--- src/rtl/lap_record_buffer_pkg.sv ---
// Shared types and lap-record packing for the lap record buffer.
package lap_record_buffer_pkg;

  typedef enum logic [1:0] {StEmpty, StFollow, StBrowse} lap_state_t;

  localparam int LAP_DATA_W = 28;
  localparam int HOUR_W     = 5;
  localparam int MIN_W      = 6;
  localparam int SEC_W      = 6;
  localparam int CENTI_W    = 7;
  localparam int SPARE_W    = LAP_DATA_W - (HOUR_W + MIN_W + SEC_W + CENTI_W);

  // Spare MSBs are always zero-filled.
  function automatic logic [LAP_DATA_W-1:0] lap_pack(input logic [HOUR_W-1:0]  hour,
                                                     input logic [MIN_W-1:0]   min,
                                                     input logic [SEC_W-1:0]   sec,
                                                     input logic [CENTI_W-1:0] centi);
    return {{SPARE_W{1'b0}}, hour, min, sec, centi};
  endfunction

endpackage

--- src/rtl/lap_record_buffer_ram.sv ---
// Lap record storage: synchronous write, registered read (read-before-write).
module lap_record_buffer_ram #(
  parameter int DATA_W = 28,
  parameter int DEPTH  = 30,
  parameter int ADDR_W = $clog2(DEPTH)
) (
  input  logic              i_clk,
  input  logic              i_rst_n,
  input  logic              i_we,
  input  logic [ADDR_W-1:0] i_waddr,
  input  logic [DATA_W-1:0] i_wdata,
  input  logic [ADDR_W-1:0] i_raddr,
  output logic [DATA_W-1:0] o_rdata
);

  logic [DATA_W-1:0] r_mem [DEPTH];
  logic [DATA_W-1:0] r_rdata;

  always_ff @(posedge i_clk) begin
    if (i_we) begin
      r_mem[i_waddr] <= i_wdata;
    end
  end

  // Only the read register is reset; array contents persist.
  always_ff @(posedge i_clk or negedge i_rst_n) begin
    if (!i_rst_n) begin
      r_rdata <= '0;
    end else begin
      r_rdata <= r_mem[i_raddr];
    end
  end

  assign o_rdata = r_rdata;

endmodule

--- src/rtl/lap_record_buffer.sv ---
// Ring buffer of stopwatch lap records with full policy, occupancy and a
// browse cursor that either follows the newest lap or steps through stored laps.
module lap_record_buffer
  import lap_record_buffer_pkg::*;
#(
  parameter int DATA_W    = LAP_DATA_W,
  parameter int DEPTH     = 30,
  parameter int ADDR_W    = $clog2(DEPTH),
  parameter int CNT_W     = $clog2(DEPTH + 1),
  parameter bit OVERWRITE = 1'b1
) (
  input  logic              iClk,
  input  logic              iRstn,
  input  logic              iClear,
  input  logic              iLapWe,
  input  logic [DATA_W-1:0] iLapData,
  input  logic              iBrowseNext,
  input  logic              iBrowsePrev,
  input  logic              iBrowseLatest,
  output logic [DATA_W-1:0] oRData,
  output logic              oRValid,
  output logic [ADDR_W-1:0] oRIdx,
  output logic [CNT_W-1:0]  oCount,
  output logic              oFull,
  output logic              oEmpty,
  output logic              oDrop,
  output logic              oOvr
);

  localparam int SUM_W = CNT_W + 1;
  localparam logic [CNT_W-1:0]  DepthC   = CNT_W'(DEPTH);
  localparam logic [CNT_W-1:0]  OneC     = CNT_W'(1);
  localparam logic [ADDR_W-1:0] OneA     = ADDR_W'(1);
  localparam logic [ADDR_W-1:0] LastAddr = ADDR_W'(DEPTH - 1);
  localparam logic [SUM_W-1:0]  DepthS   = SUM_W'(DEPTH);

  lap_state_t        r_state;
  logic [ADDR_W-1:0] r_head, r_cursor, r_ridx;
  logic [CNT_W-1:0]  r_count;
  logic              r_drop, r_ovr, r_rvalid;

  lap_state_t        w_state_wr, w_state_n;
  logic [ADDR_W-1:0] w_head_n, w_cur_wr, w_cursor_n, w_last, w_raddr;
  logic [CNT_W-1:0]  w_count_n;
  logic [SUM_W-1:0]  w_head_x, w_old_x, w_sum_x;
  logic              w_full, w_acc, w_ovr, w_drop, w_we;

  assign w_full    = (r_count == DepthC);
  assign w_acc     = iLapWe & (~w_full | OVERWRITE);
  assign w_ovr     = iLapWe & w_full & OVERWRITE;
  assign w_drop    = iLapWe & w_full & ~OVERWRITE;
  assign w_we      = w_acc & ~iClear;
  assign w_head_n  = !w_acc ? r_head : (r_head == LastAddr) ? '0 : r_head + OneA;
  assign w_count_n = (w_acc && !w_full) ? r_count + OneC : r_count;
  assign w_last    = ADDR_W'(w_count_n - OneC);

  // Cursor: apply the write's effect first, then browse against post-write occupancy.
  always_comb begin
    w_state_wr = r_state;
    w_cur_wr   = r_cursor;
    case (r_state)
      StEmpty: begin
        if (w_acc) begin
          w_state_wr = StFollow;
          w_cur_wr   = '0;
        end
      end
      StFollow: if (w_acc) w_cur_wr = w_last;
      StBrowse: if (w_ovr && r_cursor != '0) w_cur_wr = r_cursor - OneA;
      default:  w_state_wr = StEmpty;
    endcase

    w_state_n  = w_state_wr;
    w_cursor_n = w_cur_wr;
    if (w_state_wr != StEmpty) begin
      if (iBrowseLatest) begin
        w_state_n  = StFollow;
        w_cursor_n = w_last;
      end else if (iBrowseNext ^ iBrowsePrev) begin
        w_state_n = StBrowse;
        if (iBrowseNext) begin
          w_cursor_n = (w_cur_wr == w_last) ? '0 : w_cur_wr + OneA;
        end else begin
          w_cursor_n = (w_cur_wr == '0) ? w_last : w_cur_wr - OneA;
        end
      end
    end
  end

  // Physical slot of the cursor: (oldest + cursor) mod DEPTH, no power-of-2 assumption.
  always_comb begin
    w_head_x = SUM_W'(r_head);
    w_old_x  = (w_head_x >= SUM_W'(r_count)) ? w_head_x - SUM_W'(r_count)
                                             : w_head_x + DepthS - SUM_W'(r_count);
    w_sum_x  = w_old_x + SUM_W'(r_cursor);
    if (w_sum_x >= DepthS) begin
      w_sum_x = w_sum_x - DepthS;
    end
    w_raddr = ADDR_W'(w_sum_x);
  end

  always_ff @(posedge iClk or negedge iRstn) begin
    if (!iRstn) begin
      r_state  <= StEmpty;
      r_head   <= '0;
      r_count  <= '0;
      r_cursor <= '0;
      r_drop   <= 1'b0;
      r_ovr    <= 1'b0;
      r_ridx   <= '0;
      r_rvalid <= 1'b0;
    end else begin
      r_ridx   <= r_cursor;
      r_rvalid <= (r_state != StEmpty);
      if (iClear) begin
        r_state  <= StEmpty;
        r_head   <= '0;
        r_count  <= '0;
        r_cursor <= '0;
        r_drop   <= 1'b0;
        r_ovr    <= 1'b0;
      end else begin
        r_state  <= w_state_n;
        r_head   <= w_head_n;
        r_count  <= w_count_n;
        r_cursor <= w_cursor_n;
        r_drop   <= w_drop;
        r_ovr    <= w_ovr;
      end
    end
  end

  lap_record_buffer_ram #(
    .DATA_W(DATA_W),
    .DEPTH (DEPTH),
    .ADDR_W(ADDR_W)
  ) u_ram (
    .i_clk  (iClk),
    .i_rst_n(iRstn),
    .i_we   (w_we),
    .i_waddr(r_head),
    .i_wdata(iLapData),
    .i_raddr(w_raddr),
    .o_rdata(oRData)
  );

  assign oRValid = r_rvalid;
  assign oRIdx   = r_ridx;
  assign oCount  = r_count;
  assign oFull   = w_full;
  assign oEmpty  = (r_count == '0);
  assign oDrop   = r_drop;
  assign oOvr    = r_ovr;

endmodule

--- config.mk ---
export PLATFORM = sky130hd
export DESIGN_NAME = lap_record_buffer
export DESIGN_NICKNAME = d
export VERILOG_FILES = /design/src/rtl/lap_record_buffer_pkg.sv /design/src/rtl/lap_record_buffer_ram.sv /design/src/rtl/lap_record_buffer.sv
export SDC_FILE = /design/constraint.sdc
export NUM_CORES = 1
export LEC_CHECK = 0
export CORE_MARGIN = 2
export CORE_UTILIZATION = 62
export CTS_BUF_LIST = sky130_fd_sc_hd__clkbuf_8 sky130_fd_sc_hd__clkbuf_16
export DETAILED_ROUTE_END_ITERATION = 12
export GPL_TIMING_DRIVEN = 1
export PLACE_DENSITY = 0.8
export SLEW_MARGIN = 5
export SYNTH_ARGS = -nofsm -noshare
export SYNTH_HDL_FRONTEND = slang
export SYNTH_SLANG_ARGS = --single-unit
--- constraint.sdc ---
create_clock -name iClk -period 6.6 [get_ports iClk]
set_input_delay 1.32 -clock iClk [delete_from_list [all_inputs] [get_ports iClk]]
set_output_delay 1.32 -clock iClk [all_outputs]
set_load 0.02 [all_outputs]
==> impl_metrics.yaml <==
status:
  status: "completed"
power:
  power.leakage_nw: 13.9
  p_per_area_nw_per_um2: 454
  swShare: 0.390
  p_clk_frac: 0.262
  vdd_drop_max_mv: 0.622
  seqPwrFrac: 0.346
  p_sw_mw: 7.29
  power_frac_comb: 0.392
  intPower_mw: 11.4
timing:
  slew_viol_final: 0
  period_share: 0.943
  slew_headroom: 0.162
  tns_ns: 0
  clock_skew_ns: 0.0300
  post-route-min-period_ns: 6.23
  setup_viol: 0
  worst_pin_slew_ns: 1.25
  timing.final.hold_violations: 0
  grt_setup_unrepaired: "false"
  max_freq_ghz: 0.161
floorplan:
  die_y_um: 247
  die_area_um2: 61000
  core_um2: 58700
  dieWidth_um: 247
  rows: 89
  initial_core_util: 0.624
  pin_count: 78
route:
  drc_errors: 0
  totalWireLength_mm: 99.6
  ant_nets: 0
  viasPerCell: 6.94
  first_iter_violations: 3616
  vias: 23500
  wl_per_cell_um: 29.4
  dr.pass1.iters: 6
placement:
  port_buffers: 76
  dp_hpwl_mm: 54.6
  gp_congestion: 0.877
run:
  maxCapViolations: 0
finish:
  area_delta_synth_final_pct: 12.6
  fin_util: 0.702
  drive_gt1_frac: 0.119
  fillers: 3482
  nets: 2614
clocking:
  path_clk_slew_ns: 0.06
  cts_buffers: 87
  cts_max_level: 3
  clk_path_buf_depth: 3
  clock-sinks: 892
  cts_tree: "built"
  insertion_delay_ns: 0.66
  hold_buffers: 0
  cts_root_buf: "clkbuf_16"
  post_cts_buffers: 0
min_path:
  hold_path_depth: 0
  hold_class: "reg -> reg"
critical_path:
  worst-endpoint-required_ns: 7.10
  r2r_cells: 17
  critPathMaxFanout: 99
  arrival_ns: 6.72
  endpoint_kind: "flop"
  cp_slowest_cell: "mux2_8"
  cp-start-kind: "flop"
  slowest_delay_ns: 0.67
  crit_chain: "ha_1 > fa_1 > nor2b_4 > o31a_1 > nor2_2 > o21ai_0 > ha_1 > a21oi_2 > nand2_1 > a31oi_1 > nor4b_4 > nor2_2 > mux2_8 > buf_12 > a311oi_1 > o41ai_1 > o21ai_1"
  crit_buf_inv: 1
  path_class: "reg -> reg"
  critPathTopFamily: "compound AO/OA/AOI/OAI gates"
  worst-path-stages: 17
global_route:
  grt_pass1_wl_mm: 146
  grt_max_degree: 176
  grt_pass1_vias: 23200
  grt.total_usage: 0.328
  grt-ovfl-total: 0
  antenna_found_initial: 4
yosys:
  ys_top_cells_by_area: "edfxtp_1 (69%), nand2_1 (4.3%), dfrtp_1 (3.6%), a311oi_1 (3.3%), and3_1 (2.4%)"
  ys.flop_type: "edfxtp_1"
  synth_edf_count: 840
  syn_inst: 2483
  yosys-top-cells-count: "edfxtp_1 (840), nand2_1 (421), and3_1 (141)"
  synth_seq_cells: 892
  synth.most_common_cell: "edfxtp_1"
  synth_top_cell_area_share: 0.689
  syn_area_um2: 36600
  avgSynthCellArea_um2: 14.7
  netlist-cell-type-count: 84
  syn_nets: 2553
  ys_seq_area_frac: 0.725
  synthArstFlopShare: 0.0583
  synth_top_cell_by_area: "edfxtp_1"
  ys_warn_count: 0
## kinds of logic (layout without fill, tap and decap cells)
family	count (synthesis)	after routing	share of synthesized area
AND/OR/NAND/NOR	727	727	0.0924
XOR/XNOR	24	24	0.00636
buffers and inverters	210	343	0.0278
adder cells (fa/ha/maj)	35	35	0.0126
multiplexers	72	72	0.0298
AO/OA/AOI/OAI	522	522	0.106
flip-flops	892	892	0.725
other	1	3	0.000102
## through the flow
| step | cell area (um^2) | setup slack, ns | hold WS, ns | power [mW] | cells |
|---|---|---|---|---|---|
| after floorplan | 36600 | 1.58 | 0.419 | 11.3 | 2483 |
| after global placement | 38400 | 0.398 | 0.547 | 13.4 | 3228 |
| after detailed placement | 38400 | 0.221 | 0.555 | 13.6 | 3228 |
| after CTS | 41200 | 0.186 | 0.552 | 18.5 | 3389 |
| after global routing | 41200 | 0.144 | 0.580 | 19.3 | 3391 |
| final | 41200 | 0.374 | 0.576 | 18.7 | 3391 |
## registers in the layout (all words and copies together), names as in the netlist
register / cells
u_ram.r_mem: 840
u_ram.o_rdata: 28
oCount: 5
oRIdx: 5
r_cursor: 5
r_head: 5
r_state: 2
oOvr: 1
oRValid: 1
## worst register-to-register path: stages, from the launching register on
cell and delay (ns):
dfrtp_1 0.49, ha_1 0.30, fa_1 0.45, nor2b_4 0.14
o31a_1 0.25, nor2_2 0.13, o21ai_0 0.32, ha_1 0.34
a21oi_2 0.23, nand2_1 0.12, a31oi_1 0.48, nor4b_4 0.48
nor2_2 0.14, mux2_8 0.67, buf_12 0.46, a311oi_1 0.30
o41ai_1 0.60, o21ai_1 0.20
## placed cells by master, fill, tap and decap left out, drive strengths merged, types with 5 or more instances in the layout
cell type / Yosys / final
mux4: 29 / 29
mux2: 7 / 7
edfxtp: 840 / 840
bufinv: 0 / 7
nand4: 9 / 9
a31oi: 6 / 6
nor4: 28 / 28
dfrtp: 52 / 52
nor2b: 9 / 9
inv: 34 / 59
clkbuf: 83 / 95
nand2b: 5 / 5
ha: 32 / 32
nand3: 19 / 19
clkinv: 1 / 33
a311oi: 138 / 138
xnor2: 15 / 15
and3: 141 / 141
nor3: 8 / 8
a211oi: 139 / 139
nor2: 62 / 62
a21oi: 97 / 97
mux2i: 36 / 36
o21ai: 68 / 68
xor2: 8 / 8
nand2: 422 / 422
clkdlybuf4s50: 0 / 75
buf: 92 / 72
o41ai: 28 / 28
a21o: 7 / 7
## area by class of cell
class                      instances  area [um^2]  area share
antenna                            2         5.00    0.000121
clock buffer                      95         2310      0.0561
clock inverter                    66          499      0.0121
inverter                          35          131     0.00319
multi-input combinational       1381         9380       0.228
sequential                       892        26500       0.644
tap                              773          967      0.0235
timing repair buffer             147         1390      0.0337
## repair_timing
action | CTS | global route
resized for setup | 0 | 3
endpoints found under the hold margin | 0 | 0
setup endpoints to repair | 0 | 16
## power by group through the flow
stage / combinational (mW) / sequential, mW / clock [mW]
after detailed placement: 7.04 / 6.58 / 0
after floorplan: 4.73 / 6.61 / 0
after global placement: 6.81 / 6.58 / 0
final: 7.34 / 6.47 / 4.90
after global routing: 7.71 / 6.47 / 5.12
after CTS: 7.17 / 6.47 / 4.90
## path summary, 6_finish.rpt
check,start,slack (ns),endpoint
worst max-delay path,oCount[0],0.37,u_ram.o_rdata[18]
worst min-delay path,r_cursor[4],0.58,oRIdx[4]
worst max register to register,oCount[0],0.37,u_ram.o_rdata[18]
worst min register to register,r_cursor[4],0.58,oRIdx[4]
max in group asynchronous,iRstn,5.08,u_ram.o_rdata[1]
min in group asynchronous,iRstn,0.90,u_ram.o_rdata[24]
## metal layers
layer	wire, um	GRT usage	vias up	part of all wire
met5	27	0	-	0.00027
met4	5920	0.198	4	0.059
met3	11300	0.0679	333	0.11
met2	47500	0.512	1698	0.48
met1	34800	0.429	11700	0.35
li1	-	-	9808	-
Note: power is estimated with default switching activity, not from simulation.
